$ cat config.mk
export PLATFORM = sky130hd
export DESIGN_NAME = mem_stage_controller_flat
export DESIGN_NICKNAME = d
export VERILOG_FILES = /design/src/rtl/mem_stage_controller_pkg.sv /design/src/rtl/mem_stage_controller_if.sv /design/src/rtl/mem_stage_controller_mem_wb_register.sv /design/src/rtl/mem_stage_controller.sv /design/src/flat_wrapper.sv
export SDC_FILE = /design/constraint.sdc
export NUM_CORES = 1
export LEC_CHECK = 0
export ABC_AREA = 1
export BUFFER_PORTS_ARGS = -buffer_cell sky130_fd_sc_hd__buf_2
export CAP_MARGIN = 15
export CORE_ASPECT_RATIO = 1.25
export CORE_MARGIN = 8
export CORE_UTILIZATION = 48
export CTS_CLUSTER_DIAMETER = 200
export DETAILED_ROUTE_END_ITERATION = 12
export PLACE_DENSITY = 0.89
export SETUP_SLACK_MARGIN = 0.4
export SLEW_MARGIN = 20
export SYNTH_ARGS = -nofsm -noshare
export SYNTH_HDL_FRONTEND = slang
export SYNTH_SLANG_ARGS = --single-unit
$ cat constraint.sdc
create_clock -name clk -period 2.25 [get_ports clk]
set_input_delay 0.675 -clock clk [delete_from_list [all_inputs] [get_ports clk]]
set_output_delay 0.675 -clock clk [all_outputs]
set_load 0.05 [all_outputs]
$ cat src/rtl/mem_stage_controller_pkg.sv
// Shared constants for the MEM-stage controller: default datapath width,
// timeout default, FSM state encoding and MemtoReg write-back selects.
package mem_stage_controller_pkg;

    localparam int DEFAULT_WORD_SIZE      = 16;
    localparam int DEFAULT_TIMEOUT_CYCLES = 15;

    // FSM state encoding
    localparam logic [1:0] ST_IDLE   = 2'd0;
    localparam logic [1:0] ST_ACCESS = 2'd1;
    localparam logic [1:0] ST_DONE   = 2'd2;

    // MemtoReg encodings; 2'd3 falls back to the ALU result
    localparam logic [1:0] WB_SEL_ALU = 2'd0;
    localparam logic [1:0] WB_SEL_MEM = 2'd1;
    localparam logic [1:0] WB_SEL_PC1 = 2'd2;

    // A MEM-stage instruction touches data memory when it loads or stores
    function automatic logic is_mem_op(input logic rd, input logic wr);
        return rd | wr;
    endfunction

endpackage

$ cat src/rtl/mem_stage_controller_if.sv
// Data-memory request/response bus between the MEM-stage controller
// (master) and the data memory (slave).
interface mem_stage_controller_if
    import mem_stage_controller_pkg::*;
#(
    parameter int WORD_SIZE = DEFAULT_WORD_SIZE
) ();

    logic                 d_req;
    logic                 d_we;
    logic [WORD_SIZE-1:0] d_address;
    logic [WORD_SIZE-1:0] d_wdata;
    logic                 d_ack;
    logic [WORD_SIZE-1:0] d_rdata;

    modport master (
        output d_req,
        output d_we,
        output d_address,
        output d_wdata,
        input  d_ack,
        input  d_rdata
    );

    modport slave (
        input  d_req,
        input  d_we,
        input  d_address,
        input  d_wdata,
        output d_ack,
        output d_rdata
    );

endinterface

$ cat src/rtl/mem_stage_controller_mem_wb_register.sv
// MEM/WB pipeline latch. Selects the write-back source (ALU result, memory
// data register, or PC+1) and inserts a bubble while the MEM stage stalls.
module mem_wb_register
    import mem_stage_controller_pkg::*;
#(
    parameter int W = DEFAULT_WORD_SIZE
) (
    input  logic         clk,
    input  logic         reset,
    input  logic         stall_i,
    input  logic         reg_we_i,
    input  logic [1:0]   sel_i,
    input  logic [1:0]   reg_addr_i,
    input  logic [W-1:0] alu_i,
    input  logic [W-1:0] mdr_i,
    input  logic [W-1:0] pc_i,
    output logic         wb_we_o,
    output logic [1:0]   wb_reg_addr_o,
    output logic [W-1:0] wb_data_o
);

    logic         we_q;
    logic [1:0]   addr_q;
    logic [W-1:0] data_q, data_d;

    // Write-back source mux; PC+1 wraps naturally at W bits
    always_comb begin
        data_d = alu_i;
        case (sel_i)
            WB_SEL_MEM: data_d = mdr_i;
            WB_SEL_PC1: data_d = pc_i + W'(1);
            default:    data_d = alu_i;
        endcase
    end

    // Latch on free-running cycles; a stall leaves a bubble and holds data
    always_ff @(posedge clk) begin
        if (reset) begin
            we_q   <= 1'b0;
            addr_q <= '0;
            data_q <= '0;
        end else if (stall_i) begin
            we_q   <= 1'b0;
        end else begin
            we_q   <= reg_we_i;
            addr_q <= reg_addr_i;
            data_q <= data_d;
        end
    end

    assign wb_we_o       = we_q;
    assign wb_reg_addr_o = addr_q;
    assign wb_data_o     = data_q;

endmodule

$ cat src/rtl/mem_stage_controller.sv
// MEM-stage controller: issues one data-memory access per load/store,
// stalls the upstream pipeline until the memory acknowledges, then hands
// the result to the MEM/WB latch.
// Optional feature: define MEM_TIMEOUT_EN to abort accesses that see no
// d_ack within TIMEOUT_CYCLES ACCESS cycles and raise a sticky mem_error.
module mem_stage_controller
    import mem_stage_controller_pkg::*;
#(
    parameter int WORD_SIZE      = DEFAULT_WORD_SIZE,
    parameter int TIMEOUT_CYCLES = DEFAULT_TIMEOUT_CYCLES
) (
    input  logic                 clk,
    input  logic                 reset,
    input  logic                 d_readM_MEM,
    input  logic                 d_writeM_MEM,
    input  logic [WORD_SIZE-1:0] ALU_out_MEM,
    input  logic [WORD_SIZE-1:0] RF_data2_MEM,
    input  logic [WORD_SIZE-1:0] pc_MEM,
    input  logic                 RegWrite_MEM,
    input  logic [1:0]           MemtoReg_MEM,
    input  logic [1:0]           write_reg_addr_MEM,
    mem_stage_controller_if.master dmem,
    output logic                 mem_stall,
    output logic                 wb_we,
    output logic [1:0]           wb_reg_addr,
    output logic [WORD_SIZE-1:0] wb_data
`ifdef MEM_TIMEOUT_EN
    ,
    output logic                 mem_error
`endif
);

    logic [1:0]           state_q, state_d;
    logic [WORD_SIZE-1:0] addr_q, addr_d;
    logic [WORD_SIZE-1:0] wdata_q, wdata_d;
    logic                 we_q, we_d;
    logic [WORD_SIZE-1:0] mdr_q, mdr_d;
    logic                 mem_op;

    assign mem_op = is_mem_op(d_readM_MEM, d_writeM_MEM);

`ifdef MEM_TIMEOUT_EN
    localparam int CNT_W = $clog2(TIMEOUT_CYCLES + 1);

    logic [CNT_W-1:0] cnt_q, cnt_d;
    logic             err_q, err_d;
    logic             timeout_hit;

    // Last permitted ACCESS cycle reached; d_ack in this same cycle still wins
    assign timeout_hit = (state_q == ST_ACCESS) &&
                         (cnt_q == CNT_W'(TIMEOUT_CYCLES - 1));

    // ACCESS-cycle counter restarts every time the FSM leaves ACCESS
    always_comb begin
        cnt_d = (state_q == ST_ACCESS) ? cnt_q + CNT_W'(1) : '0;
        err_d = err_q | (timeout_hit & ~dmem.d_ack);
    end

    // Counter and sticky error flag
    always_ff @(posedge clk) begin
        if (reset) begin
            cnt_q <= '0;
            err_q <= 1'b0;
        end else begin
            cnt_q <= cnt_d;
            err_q <= err_d;
        end
    end

    assign mem_error = err_q;
`endif

    // FSM next state plus capture of the request and of the returned data
    always_comb begin
        state_d = state_q;
        addr_d  = addr_q;
        wdata_d = wdata_q;
        we_d    = we_q;
        mdr_d   = mdr_q;
        case (state_q)
            ST_IDLE: begin
                if (mem_op) begin
                    state_d = ST_ACCESS;
                    addr_d  = ALU_out_MEM;
                    wdata_d = RF_data2_MEM;
                    // read+write together resolves to a write
                    we_d    = d_writeM_MEM;
                end
            end
            ST_ACCESS: begin
                if (dmem.d_ack) begin
                    mdr_d   = dmem.d_rdata;
                    state_d = ST_DONE;
                end
`ifdef MEM_TIMEOUT_EN
                else if (timeout_hit) begin
                    mdr_d   = '0;
                    state_d = ST_DONE;
                end
`endif
            end
            // DONE releases the stall for one cycle so the pipeline advances
            // past this instruction before IDLE can look at it again
            ST_DONE: state_d = ST_IDLE;
            default: state_d = ST_IDLE;
        endcase
    end

    // FSM and request/MDR registers
    always_ff @(posedge clk) begin
        if (reset) begin
            state_q <= ST_IDLE;
            addr_q  <= '0;
            wdata_q <= '0;
            we_q    <= 1'b0;
            mdr_q   <= '0;
        end else begin
            state_q <= state_d;
            addr_q  <= addr_d;
            wdata_q <= wdata_d;
            we_q    <= we_d;
            mdr_q   <= mdr_d;
        end
    end

    // The IDLE term is combinational so upstream freezes on the first cycle
    assign mem_stall = ((state_q == ST_IDLE) && mem_op) || (state_q == ST_ACCESS);

    assign dmem.d_req     = (state_q == ST_ACCESS);
    assign dmem.d_we      = (state_q == ST_ACCESS) && we_q;
    assign dmem.d_address = addr_q;
    assign dmem.d_wdata   = wdata_q;

    mem_wb_register #(
        .W (WORD_SIZE)
    ) u_mem_wb (
        .clk           (clk),
        .reset         (reset),
        .stall_i       (mem_stall),
        .reg_we_i      (RegWrite_MEM),
        .sel_i         (MemtoReg_MEM),
        .reg_addr_i    (write_reg_addr_MEM),
        .alu_i         (ALU_out_MEM),
        .mdr_i         (mdr_q),
        .pc_i          (pc_MEM),
        .wb_we_o       (wb_we),
        .wb_reg_addr_o (wb_reg_addr),
        .wb_data_o     (wb_data)
    );

endmodule
$ cat src/flat_wrapper.sv
// flat-port wrapper written by rule: the top's interface ports become plain ports
module mem_stage_controller_flat import mem_stage_controller_pkg::*;
#(
    parameter int WORD_SIZE      = DEFAULT_WORD_SIZE,
    parameter int TIMEOUT_CYCLES = DEFAULT_TIMEOUT_CYCLES
)
  (clk, reset, d_readM_MEM, d_writeM_MEM, ALU_out_MEM, RF_data2_MEM, pc_MEM, RegWrite_MEM, MemtoReg_MEM, write_reg_addr_MEM, mem_stall, wb_we, wb_reg_addr, wb_data, dmem_d_req, dmem_d_we, dmem_d_address, dmem_d_wdata, dmem_d_ack, dmem_d_rdata);
  mem_stage_controller_if #(.WORD_SIZE(WORD_SIZE)) dmem_i ();
  input  logic clk;
  input  logic reset;
  input  logic d_readM_MEM;
  input  logic d_writeM_MEM;
  input  logic [WORD_SIZE-1:0] ALU_out_MEM;
  input  logic [WORD_SIZE-1:0] RF_data2_MEM;
  input  logic [WORD_SIZE-1:0] pc_MEM;
  input  logic RegWrite_MEM;
  input  logic [1:0] MemtoReg_MEM;
  input  logic [1:0] write_reg_addr_MEM;
  output logic mem_stall;
  output logic wb_we;
  output logic [1:0] wb_reg_addr;
  output logic [WORD_SIZE-1:0] wb_data;
  output wire logic [$bits(dmem_i.d_req)-1:0] dmem_d_req;
  output wire logic [$bits(dmem_i.d_we)-1:0] dmem_d_we;
  output wire logic [$bits(dmem_i.d_address)-1:0] dmem_d_address;
  output wire logic [$bits(dmem_i.d_wdata)-1:0] dmem_d_wdata;
  input wire logic [$bits(dmem_i.d_ack)-1:0] dmem_d_ack;
  input wire logic [$bits(dmem_i.d_rdata)-1:0] dmem_d_rdata;
  assign dmem_d_req = dmem_i.d_req;
  assign dmem_d_we = dmem_i.d_we;
  assign dmem_d_address = dmem_i.d_address;
  assign dmem_d_wdata = dmem_i.d_wdata;
  assign dmem_i.d_ack = dmem_d_ack;
  assign dmem_i.d_rdata = dmem_d_rdata;
  mem_stage_controller #(.WORD_SIZE(WORD_SIZE), .TIMEOUT_CYCLES(TIMEOUT_CYCLES)) u_core (.clk(clk), .reset(reset), .d_readM_MEM(d_readM_MEM), .d_writeM_MEM(d_writeM_MEM), .ALU_out_MEM(ALU_out_MEM), .RF_data2_MEM(RF_data2_MEM), .pc_MEM(pc_MEM), .RegWrite_MEM(RegWrite_MEM), .MemtoReg_MEM(MemtoReg_MEM), .write_reg_addr_MEM(write_reg_addr_MEM), .dmem(dmem_i), .mem_stall(mem_stall), .wb_we(wb_we), .wb_reg_addr(wb_reg_addr), .wb_data(wb_data));
endmodule
Word level (Yosys, flattened, before mapping). Cells that the tools add are included.

Logic and storage cells: 27. Memory bits (writable): 0. Register bits after elaboration: 70. Latch bits: 0. ROM bits: 0. Memories: 0.

Reductions and logical operators: 8. Shift-type cells: 0. Eq/ne operators: 5. Add/sub/neg operators: 1. Bitwise gates (word level): 1. Magnitude comparators: 0. Muxes and demuxes: 4. $mul: 0. Divide/modulo/power cells: 0.

Operators with widths (number): one-hot mux 16 bit (2 select lines) (1); adder 16 x 1 -> 16 bit (second input constant) (1); AND reduction 2 bit (3); equality test 2 x 1 -> 1 bit (second input constant) (2); two-way mux 2 bit (2); != test 2 x 1 -> 1 bit (second input constant) (2); one-hot mux 2 bit (2 select lines) (1); equality test 2 bit (second input constant) (1); logical AND 1 bit (2); zero test 2 bit (1); OR reduction 2 bit (1); logical OR 1 bit (1); OR 1 bit (1).

Logic depth before layout (Yosys ltp). Gate-level depths: netlist (run 1).

Word-level depth: 4. Gate-level depth with buffers: 10. Depth with buffers taken out: 10.

Hierarchy. Synthesis (run 1) repeated with hierarchy kept, for this count alone.

Cells, all modules: 495. Area, all modules: 3325.7 µm².

By module, submodules not included: mem_stage_controller (cells each 264, area an instance 1980.6 µm², times used 1, seq. area each 1021.0 µm²); mem_wb_register (cells each 231, area an instance 1345.0 µm², times used 1, seq. area each 380.4 µm²).

Worst setup path after synthesis (run 1). OpenSTA, ideal clock, no wires.

Path kind: input to output. Start point: input d_writeM_MEM. End point: output mem_stall. Buffers on the path: 1. Data arrival time: 1.173 ns. Cell stages on the path: 3. Path slack: 0.402 ns. Data required time: 1.575 ns. Cell sequence: o21ai_2 -> nand2_1 -> buf_2.

Word-level cells in the longest chain between the ends: 3.

RTL lines: start: declaration (RTL line flat_wrapper.sv:12) `input logic d_writeM_MEM;`; OR 1 bit (RTL line mem_stage_controller_pkg.sv:20) `return rd | wr;`; logical AND 1 bit (RTL line mem_stage_controller.sv:127) `assign mem_stall = ((state_q == ST_IDLE) && mem_op) || (state_q == ST_ACCESS);`; logical OR 1 bit (RTL line mem_stage_controller.sv:127); end: declaration (RTL line flat_wrapper.sv:19) `output logic mem_stall;`.

Every way passes these cells.

Final worst setup path (run 1). Same ends and word-level chain as after synthesis.

==> flow_metrics.tcl, run 1 <==
set metrics [dict create \
    grt_pass1_wl_um 16100 \
    postRouteAntennaNets 0 \
    via_count 3468 \
    period_minus_slack_ns 1.86 \
    std_cell_rows 33 \
    setup_viol 0 \
    grt_max_degree 42 \
    antenna_found_initial 0 \
    die_h_um 107 \
    fmax_ghz 0.536 \
    synth_top_cell_by_area "dfxtp_1" \
    cts_max_level 3 \
    mostFrequentLayoutCell "buf_2" \
    fill_cells 582 \
    cts-root-buf "clkbuf_8" \
    synth_nets 532 \
    place.gp.congestion 0.951 \
    place_ws_ns 0.211 \
    layout-drive-gt1-share 0.300 \
    die_area_um2 9460 \
    finalSetupTns_ns 0 \
    core-area_um2 6480 \
    yosys_warnings 0 \
    crit_fanout 2 \
    p_leak_nw 1.97 \
    syn_avg_cell_area_um2 6.95 \
    vias_per_cell 5.18 \
    dr.pass1.iters 4 \
    synth_area_um2 3160 \
    finalHoldViolCount 0 \
    finalWorstSetupSlack_ns 0.385 \
    wirelength_um 10200 \
    ir_drop_mv 0.633 \
    cts.sink_count 70 \
    drc 0 \
    fin_cells 670 \
    io_pins 128 \
    cts_tree "done" \
    cp.required_ns 1.57 \
    slew_viol_final 0 \
    clkTransAtPathRegs_ns 0.08 \
    hold_slack_ns 0.461 \
    cts_buffers 9 \
    synthTopCellsByArea "dfxtp_1, a21oi_1, nand2_1" \
    path_class "in2out" \
    dp_hpwl_um 7760 \
    cap_viol_max_count 0 \
    tightest_slew_ns 0.548 \
    hold_path_class "reg2reg" \
    dp_cells 651 \
    fin_worst_skew_ns 0.00987 \
    avgRoutedWirePerCell_um 15.2 \
    die_w_um 88.6 \
    clk_path_buf_depth 2 \
    finalCritPeriodShare 0.829 \
    start_util 0.488 \
    rsz0062_at_grt "yes" \
    nNetsFinal 655 \
    synth_largest_type_area_fraction 0.443 \
    grt.overflow.total 0 \
    syn_inst 455 \
    cp-end-kind "output pin" \
    power_density_nw_per_um2 770 \
    final_cell_mix "buf_2, nand2_1, nor2_1" \
    grt_pass1_vias 3474 \
    ys_types 28 \
    status "complete, no violations" \
    drtIter0Drc 229 \
    power_mw 3.17 \
    cp-start-kind "input pin" \
    arrival_ns 1.19 \
    io_buffers 127 \
    insertedDiodeCount 0 \
    syn2layout_area_growth_pct 30.1 \
    clk_latency_ns 0.34 \
    maxSlewHeadroom 0.635 \
    ys_ff_latch 70 \
    grt.total_usage 0.215 \
    synth-seq-area-share 0.443 \
]
-- cell usage after synthesis --
cell type and count:
inv_1 29, nor2_1 79, inv_2 2, a21oi_1 63, nand2_2 4, o211ai_1 1, nand3_1 24, ha_1 3
buf_2 11, o22ai_1 1, nor2_4 2, a21oi_2 3, nand2_1 82, nor3_1 1, o21a_1 1, dfxtp_1 70
o21ai_1 5, nand3_2 1, o21ai_2 2, nand4_1 2, clkbuf_1 13, o21bai_2 1, nor2_2 3, o21bai_1 2
clkinv_1 1, buf_4 1, o21ai_0 47, xor2_1 1
-- cell type report --
| cell class | instances | area, µm² | share of cell area |
|---|---|---|---|
| Clock buffer | 10 | 128 | 0.0310 |
| Clock inverter | 6 | 38.8 | 0.00942 |
| Inverter | 32 | 126 | 0.0307 |
| Multi-Input combinational cell | 328 | 1550 | 0.378 |
| Sequential cell | 70 | 1400 | 0.341 |
| Tap cell | 87 | 109 | 0.0264 |
| Timing Repair Buffer | 137 | 758 | 0.184 |
-- worst max-delay path, cell delays in order --
cell     delay, ns
buf_8         0.10
o21ai_4       0.16
nand2_4       0.09
buf_8         0.16
-- per-stage QoR --
| step | util | cell area, µm² |
|---|---|---|
| 2_1_floorplan | - | 3160 |
| 3_3_place_gp | 0.596 | 3860 |
| 3_5_place_dp | 0.596 | 3860 |
| 4_1_cts | 0.633 | 4100 |
| 5_1_grt | 0.635 | 4120 |
| 6_report | 0.635 | 4120 |
-- routing by layer --
metal,up-vias,GRT usage,part of all wire
li1,1730,-,-
met1,1566,0.235,0.40
met2,141,0.348,0.48
met3,31,0.0681,0.084
met4,0,0.138,0.039
met5,-,0,0
-- report_power, final --
group / leakage (nW) / internal [mW] / switching (mW) / total (mW)
Clock: 0.0820 / 0.396 / 0.471 / 0.867
Combinational: 1.31 / 0.244 / 0.657 / 0.901
Sequential: 0.577 / 1.35 / 0.0561 / 1.40
Total: 1.97 / 1.99 / 1.18 / 3.17
-- repair_timing --
action / 4_1_cts / 5_1_grt
hold buffers: 0 / 0
endpoints found under the setup margin: 3 / 3
pin swaps: 1 / 1
resized for setup: 15 / 3
setup buffers: 2 / 1
-- worst paths after layout --
path                            cells past startpoint                                     to  slack (ns)                           start
worst min register to register                      2           u_core.mdr_q[0]$_SDFFE_PP0P_        0.46    u_core.mdr_q[0]$_SDFFE_PP0P_
worst max register to register                      8  u_core.dmem.d_address[7]$_SDFFE_PP0P_        0.67  u_core.state_q[1]$_SDFFE_PP0P_
worst max-delay path                                4                              mem_stall        0.39                    d_writeM_MEM
worst min-delay path                                2           u_core.mdr_q[0]$_SDFFE_PP0P_        0.46    u_core.mdr_q[0]$_SDFFE_PP0P_
-- cell families (layout without fill, tap and decap cells) --
group                      Yosys count  count (layout)  synth area share
and+or+nand+nor                    198             198             0.259
AOI/OAI and AO/OA                  126             126             0.211
DFF                                 70              70             0.443
buffers and inverters               57             185            0.0732
adders and majority gates            3               3            0.0119
xor gates and xnor gates             1               1           0.00277
-- flip-flops by register name (all words and copies together), names as in the netlist --
signal and count:
u_core.dmem.d_address 16, u_core.dmem.d_wdata 16, u_core.mdr_q 16, u_core.u_mem_wb.wb_data_o 16, u_core.state_q 2, u_core.u_mem_wb.wb_reg_addr_o 2
u_core.u_mem_wb.wb_we_o 1, u_core.we_q 1
Power figures use the tool's default switching activity.
==> run 2: changes to the inputs <==
- CORE_UTILIZATION: 48 -> 43
- PLACE_DENSITY: 0.89 -> 0.85
- clock period: 2.25 -> 1.6 ns (I/O delays scaled with it)
==> run 2 against run 1 <==
- the run now ends with setup timing left
- register-to-register slack worse by 0.60 ns
- count of clock-buffer cells in the layout up 2
- global-route usage up 2.6 points
- flip-flop and latch count unchanged
- non-clock buffer count up 67
- clock skew up 0.016 ns
- die area up 9.7%
- sequential share of layout area down 10 points
- critical path depth unchanged
- worst setup slack worse by 0.39 ns
- clock power up 110%
- first-iteration DRC count rose to 2.9 times the previous value
- largest power group is now combinational logic
- highest routed layer unchanged
==> flow_metrics.tcl, run 2 (same netlist as run 1, synthesis figures left out) <==
set metrics [dict create \
    core-area_um2 7270 \
    hold_buffers 0 \
    syn2layout_area_growth_pct 100 \
    fmax_ghz 0.624 \
    power_mw 6.40 \
    timing.reg2reg.setup_slack_ns 0.07 \
    io_buffers 127 \
    grt_max_degree 43 \
    avgRoutedWirePerCell_um 25.1 \
    grt_pass1_wl_um 20000 \
    finalWorstSetupSlack_ns -0.00375 \
    mostFrequentLayoutCell "nand2_1" \
    layout-drive-gt1-share 0.612 \
    start_util 0.435 \
    drtIter0Drc 675 \
    die_w_um 92.7 \
    cp.required_ns 1.12 \
    crit_fanout 4 \
    drc 0 \
    dr.pass1.iters 6 \
    rsz0062_at_grt "yes" \
    finalHoldViolCount 0 \
    grt.overflow.total 0 \
    dp_hpwl_um 7970 \
    arrival_ns 1.12 \
    critPathSlowestCell "dfxtp_2" \
    die_h_um 112 \
    setup_viol 1 \
    clkTransAtPathRegs_ns 0.10 \
    status "finished with violations" \
    slew_viol_final 0 \
    power_density_nw_per_um2 1010 \
    nNetsFinal 726 \
    place.gp.congestion 0.885 \
    clk_latency_ns 0.37 \
    postRouteAntennaNets 0 \
    period_minus_slack_ns 1.60 \
    finalCritPeriodShare 1.00 \
    hold_slack_ns 0.336 \
    p_leak_nw 2.73 \
    dp_cells 661 \
    clk_path_buf_depth 2 \
    std_cell_rows 35 \
    cp-end-kind "output pin" \
    grt.total_usage 0.241 \
    finalSetupTns_ns -0.00375 \
    insertedDiodeCount 0 \
    timing.critical_path.cells "inv_4, nand2_8, nor2_4, buf_8" \
    maxSlewHeadroom 0.728 \
    final_cell_mix "nand2_1, buf_2, nor2_1" \
    cts.sink_count 70 \
    fin_cells 746 \
    io_pins 128 \
    violations "setup timing" \
    fin_worst_skew_ns 0.0256 \
    die_area_um2 10400 \
    grt_pass1_vias 4119 \
    ir_drop_mv 0.996 \
    cts-root-buf "clkbuf_8" \
    cts_buffers 9 \
    cap_viol_max_count 0 \
    path_class "reg2out" \
    cts_max_level 3 \
    wirelength_um 18700 \
    tightest_slew_ns 0.403 \
    hold_path_class "in2reg" \
    slowest_delay_ns 0.34 \
    cp-start-kind "flip-flop" \
    cts_tree "done" \
    antenna_found_initial 0 \
    vias_per_cell 6.16 \
    via_count 4593 \
]
[run 2: cell types whose count changed in the layout (fill, tap and decap cells not counted), moves of 12 or more]
cell,delta
buf_8,+54
a21oi_1,-33
o21ai_0,-42
a21oi_2,+30
dfxtp_4,+14
dfxtp_2,+38
dfxtp_1,-52
o21ai_2,+29
buf_2,-51
nor2_1,-16
buf_6,+12
buf_4,+32
[run 2: path summary, 6_finish.rpt]
check	from	to	cells after the start
worst max-delay path	u_core.state_q[1]$_SDFFE_PP0P_	dmem_d_we	4
worst min-delay path	RF_data2_MEM[9]	u_core.dmem.d_wdata[9]$_SDFFE_PP0P_	3
worst min register to register	u_core.mdr_q[2]$_SDFFE_PP0P_	u_core.mdr_q[2]$_SDFFE_PP0P_	2
worst max register to register	u_core.state_q[1]$_SDFFE_PP0P_	u_core.u_mem_wb.wb_data_o[1]$_SDFFE_PP0N_	8
[run 2: cell type report]
cell class | count | area (µm²)
Timing Repair Buffer | 204 | 2160
Multi-Input combinational cell | 330 | 2130
Sequential cell | 70 | 1500
Fill cell | 302 | 932
Clock buffer | 12 | 165
Inverter | 32 | 160
Tap cell | 92 | 115
Clock inverter | 4 | 77.6
Timing Repair inverter | 2 | 27.5
[run 2: routing by layer]
metal | vias up | GRT usage | wire, µm
li1 | 1884 | - | -
met1 | 2132 | 0.239 | 6290
met2 | 444 | 0.435 | 8770
met3 | 133 | 0.0855 | 2290
met4 | 0 | 0.108 | 1380
met5 | - | 0 | 0
[run 2: timing repair]
action | CTS | global route
hold endpoints to repair | 0 | 0
endpoints found under the setup margin | 106 | 109
pin swaps | 4 | 45
buffers inserted | 15 | 39
gates cloned | 7 | 8
resized for setup | 250 | 175
[run 2: power breakdown]
group	internal, mW	switching (mW)
Clock	1.01	0.763
Sequential	1.92	0.184
Combinational	1.10	1.42
[run 2: critical path: cells and delay by family, from the launching register on]
kind                   cells  cell delay [ns]
buffers and inverters      2             0.24
and+or+nand+nor            2             0.20
DFF                        1             0.34
[run 2: per-stage QoR]
| stage | instance area (µm²) | utilization | setup slack [ns] |
|---|---|---|---|
| after floorplan | 3400 | - | 0.231 |
| after global placement | 4080 | 0.561 | -0.0208 |
| after detailed placement | 4080 | 0.561 | -0.0418 |
| after CTS | 5340 | 0.735 | 0.0216 |
| after global routing | 6340 | 0.872 | -0.0350 |
| final | 6340 | 0.872 | -0.00375 |
==> run 3: changes to the inputs <==
- CORE_UTILIZATION: 43 -> 52
- PLACE_DENSITY: 0.85 -> 0.95
- clock period: 1.6 -> 1.9 ns (I/O delays scaled with it)
==> run 3 against run 2 <==
- clock power decreased by 26%
- cell count decreased by 10%
- first-iteration DRC count shrank 63%
- worst hold slack gained 0.12 ns
- clock skew fell by 0.011 ns
- non-clock buffer count down 65
- sequential power down 20%
- die area decreased by 15%
- critical path type is now in2out
- global-route usage fell by 0.053 points
- the flow now finishes without violations
==> flow_metrics.tcl, run 3 (same netlist as run 1, synthesis figures left out) <==
set metrics [dict create \
    finalCritPeriodShare 0.873 \
    dp_hpwl_um 7700 \
    cp.required_ns 1.33 \
    vias_per_cell 5.30 \
    arrival_ns 1.09 \
    io_pins 128 \
    stdcell_area_um2 4470 \
    cap_viol_max_count 0 \
    grt.total_usage 0.240 \
    seqCellArea_um2 1410 \
    dr.pass1.iters 5 \
    wirelength_um 10700 \
    wl_met3_um 1050 \
    clk_path_buf_depth 2 \
    cp-start-kind "input pin" \
    fin_worst_skew_ns 0.0147 \
    grt_pass1_vias 3584 \
    avgRoutedWirePerCell_um 15.9 \
    core-area_um2 6050 \
    std_cell_rows 32 \
    cts-root-buf "clkbuf_8" \
    hold_depth 3 \
    start_util 0.523 \
    cts_max_level 3 \
    fill_cells 448 \
    final_cell_mix "nand2_1, nor2_1, buf_2" \
    slew_viol_final 0 \
    hold_path_class "in2reg" \
    reg2reg_depth 7 \
    grt.overflow.total 0 \
    tightest_slew_ns 0.446 \
    drc 0 \
    status "complete, no violations" \
    mostFrequentLayoutCell "nand2_1" \
    setup.worst_path.start "d_readM_MEM" \
    wl_met1_um 4020 \
    syn2layout_area_growth_pct 41.2 \
    clk_latency_ns 0.34 \
    min_from "RF_data2_MEM[10]" \
    wl_met2_um 5260 \
    die_h_um 103 \
    dp_cells 650 \
    insertedDiodeCount 0 \
    fin_cells 670 \
    postRouteAntennaNets 0 \
    top_layer "met4" \
    via_count 3548 \
    period_minus_slack_ns 1.66 \
    ir_drop_mv 0.720 \
    crit_fanout 2 \
    multi_input_area_um2 1640 \
    placed_area_um2 3930 \
    cts.sink_count 70 \
    clkTransAtPathRegs_ns 0.08 \
    grt_pass1_wl_um 16900 \
    rr_startpoint "u_core.state_q[1]$_SDFFE_PP0P_" \
    path_class "in2out" \
    cts_buffers 9 \
    layout-drive-gt1-share 0.332 \
    nNetsFinal 657 \
    io_buffers 127 \
    drtIter0Drc 252 \
    antenna_found_initial 0 \
    cp-end-kind "output pin" \
    cts_tree "done" \
    rsz0062_at_grt "yes" \
    hold_buffers 0 \
    maxSlewHeadroom 0.702 \
    die_area_um2 8850 \
    grt_max_degree 42 \
    place.gp.congestion 0.948 \
    p_leak_nw 2.04 \
    fmax_ghz 0.603 \
    power_density_nw_per_um2 938 \
    die_w_um 85.8 \
    setup_viol 0 \
    finalHoldViolCount 0 \
    finalSetupTns_ns 0 \
]
-- run 3: cell count changes in the layout (fill, tap and decap cells not counted), moves of 7 or more --
cell	change
buf_8	-54
dfxtp_1	+51
o21ai_0	+41
dfxtp_2	-38
o21ai_2	-28
a21oi_1	+24
a21oi_2	-21
nor2_1	+15
dfxtp_4	-13
buf_12	-9
nor2_2	-9
o21ai_4	-9
buf_16	-7
-- run 3: layout make-up --
type,instances,area share
Timing Repair Buffer,139,0.217
Inverter,32,0.0283
Sequential cell,70,0.315
Clock inverter,6,0.0210
Clock buffer,10,0.0286
Multi-Input combinational cell,328,0.367
Tap cell,85,0.0238
-- run 3: through the flow --
stage / worst slack [ns] / util / hold WS (ns) / total power, mW
after detailed placement: 0.118 / 0.650 / 0.455 / 2.75
after CTS: 0.248 / 0.720 / 0.445 / 4.14
final: 0.241 / 0.739 / 0.454 / 4.19
after global placement: 0.148 / 0.650 / 0.451 / 2.72
after floorplan: 0.351 / - / 0.425 / 2.45
after global routing: 0.229 / 0.739 / 0.448 / 4.36
-- run 3: per-layer routing --
layer  vias to the layer above  global-route usage
met4                         0              0.0905
met1                      1601               0.257
met3                        30              0.0925
met5                         -                   0
li1                       1733                   -
met2                       184               0.422
-- run 3: critical path, stage by stage --
cell,delay (ns)
buf_6,0.10
o21ai_4,0.17
nand2_4,0.09
buf_8,0.16
-- run 3: timing repair --
action | in CTS | in global routing
pin swaps | 2 | 7
gates resized for setup | 71 | 27
hold endpoints to repair | 0 | 0
setup buffers | 1 | 3
endpoints found under the setup margin | 58 | 32
-- run 3: worst paths after layout --
check                                         endpoint  slack [ns]
max                                          mem_stall        0.24
min               u_core.dmem.d_wdata[10]$_SDFFE_PP0P_        0.45
max reg2reg  u_core.u_mem_wb.wb_data_o[4]$_SDFFE_PP0N_        0.46
min reg2reg               u_core.mdr_q[3]$_SDFFE_PP0P_        0.47
-- run 3: where the power goes --
part	switching, mW	internal (mW)
registers	0.0828	1.59
logic	0.808	0.387
clock network	0.570	0.749
total	1.46	2.73
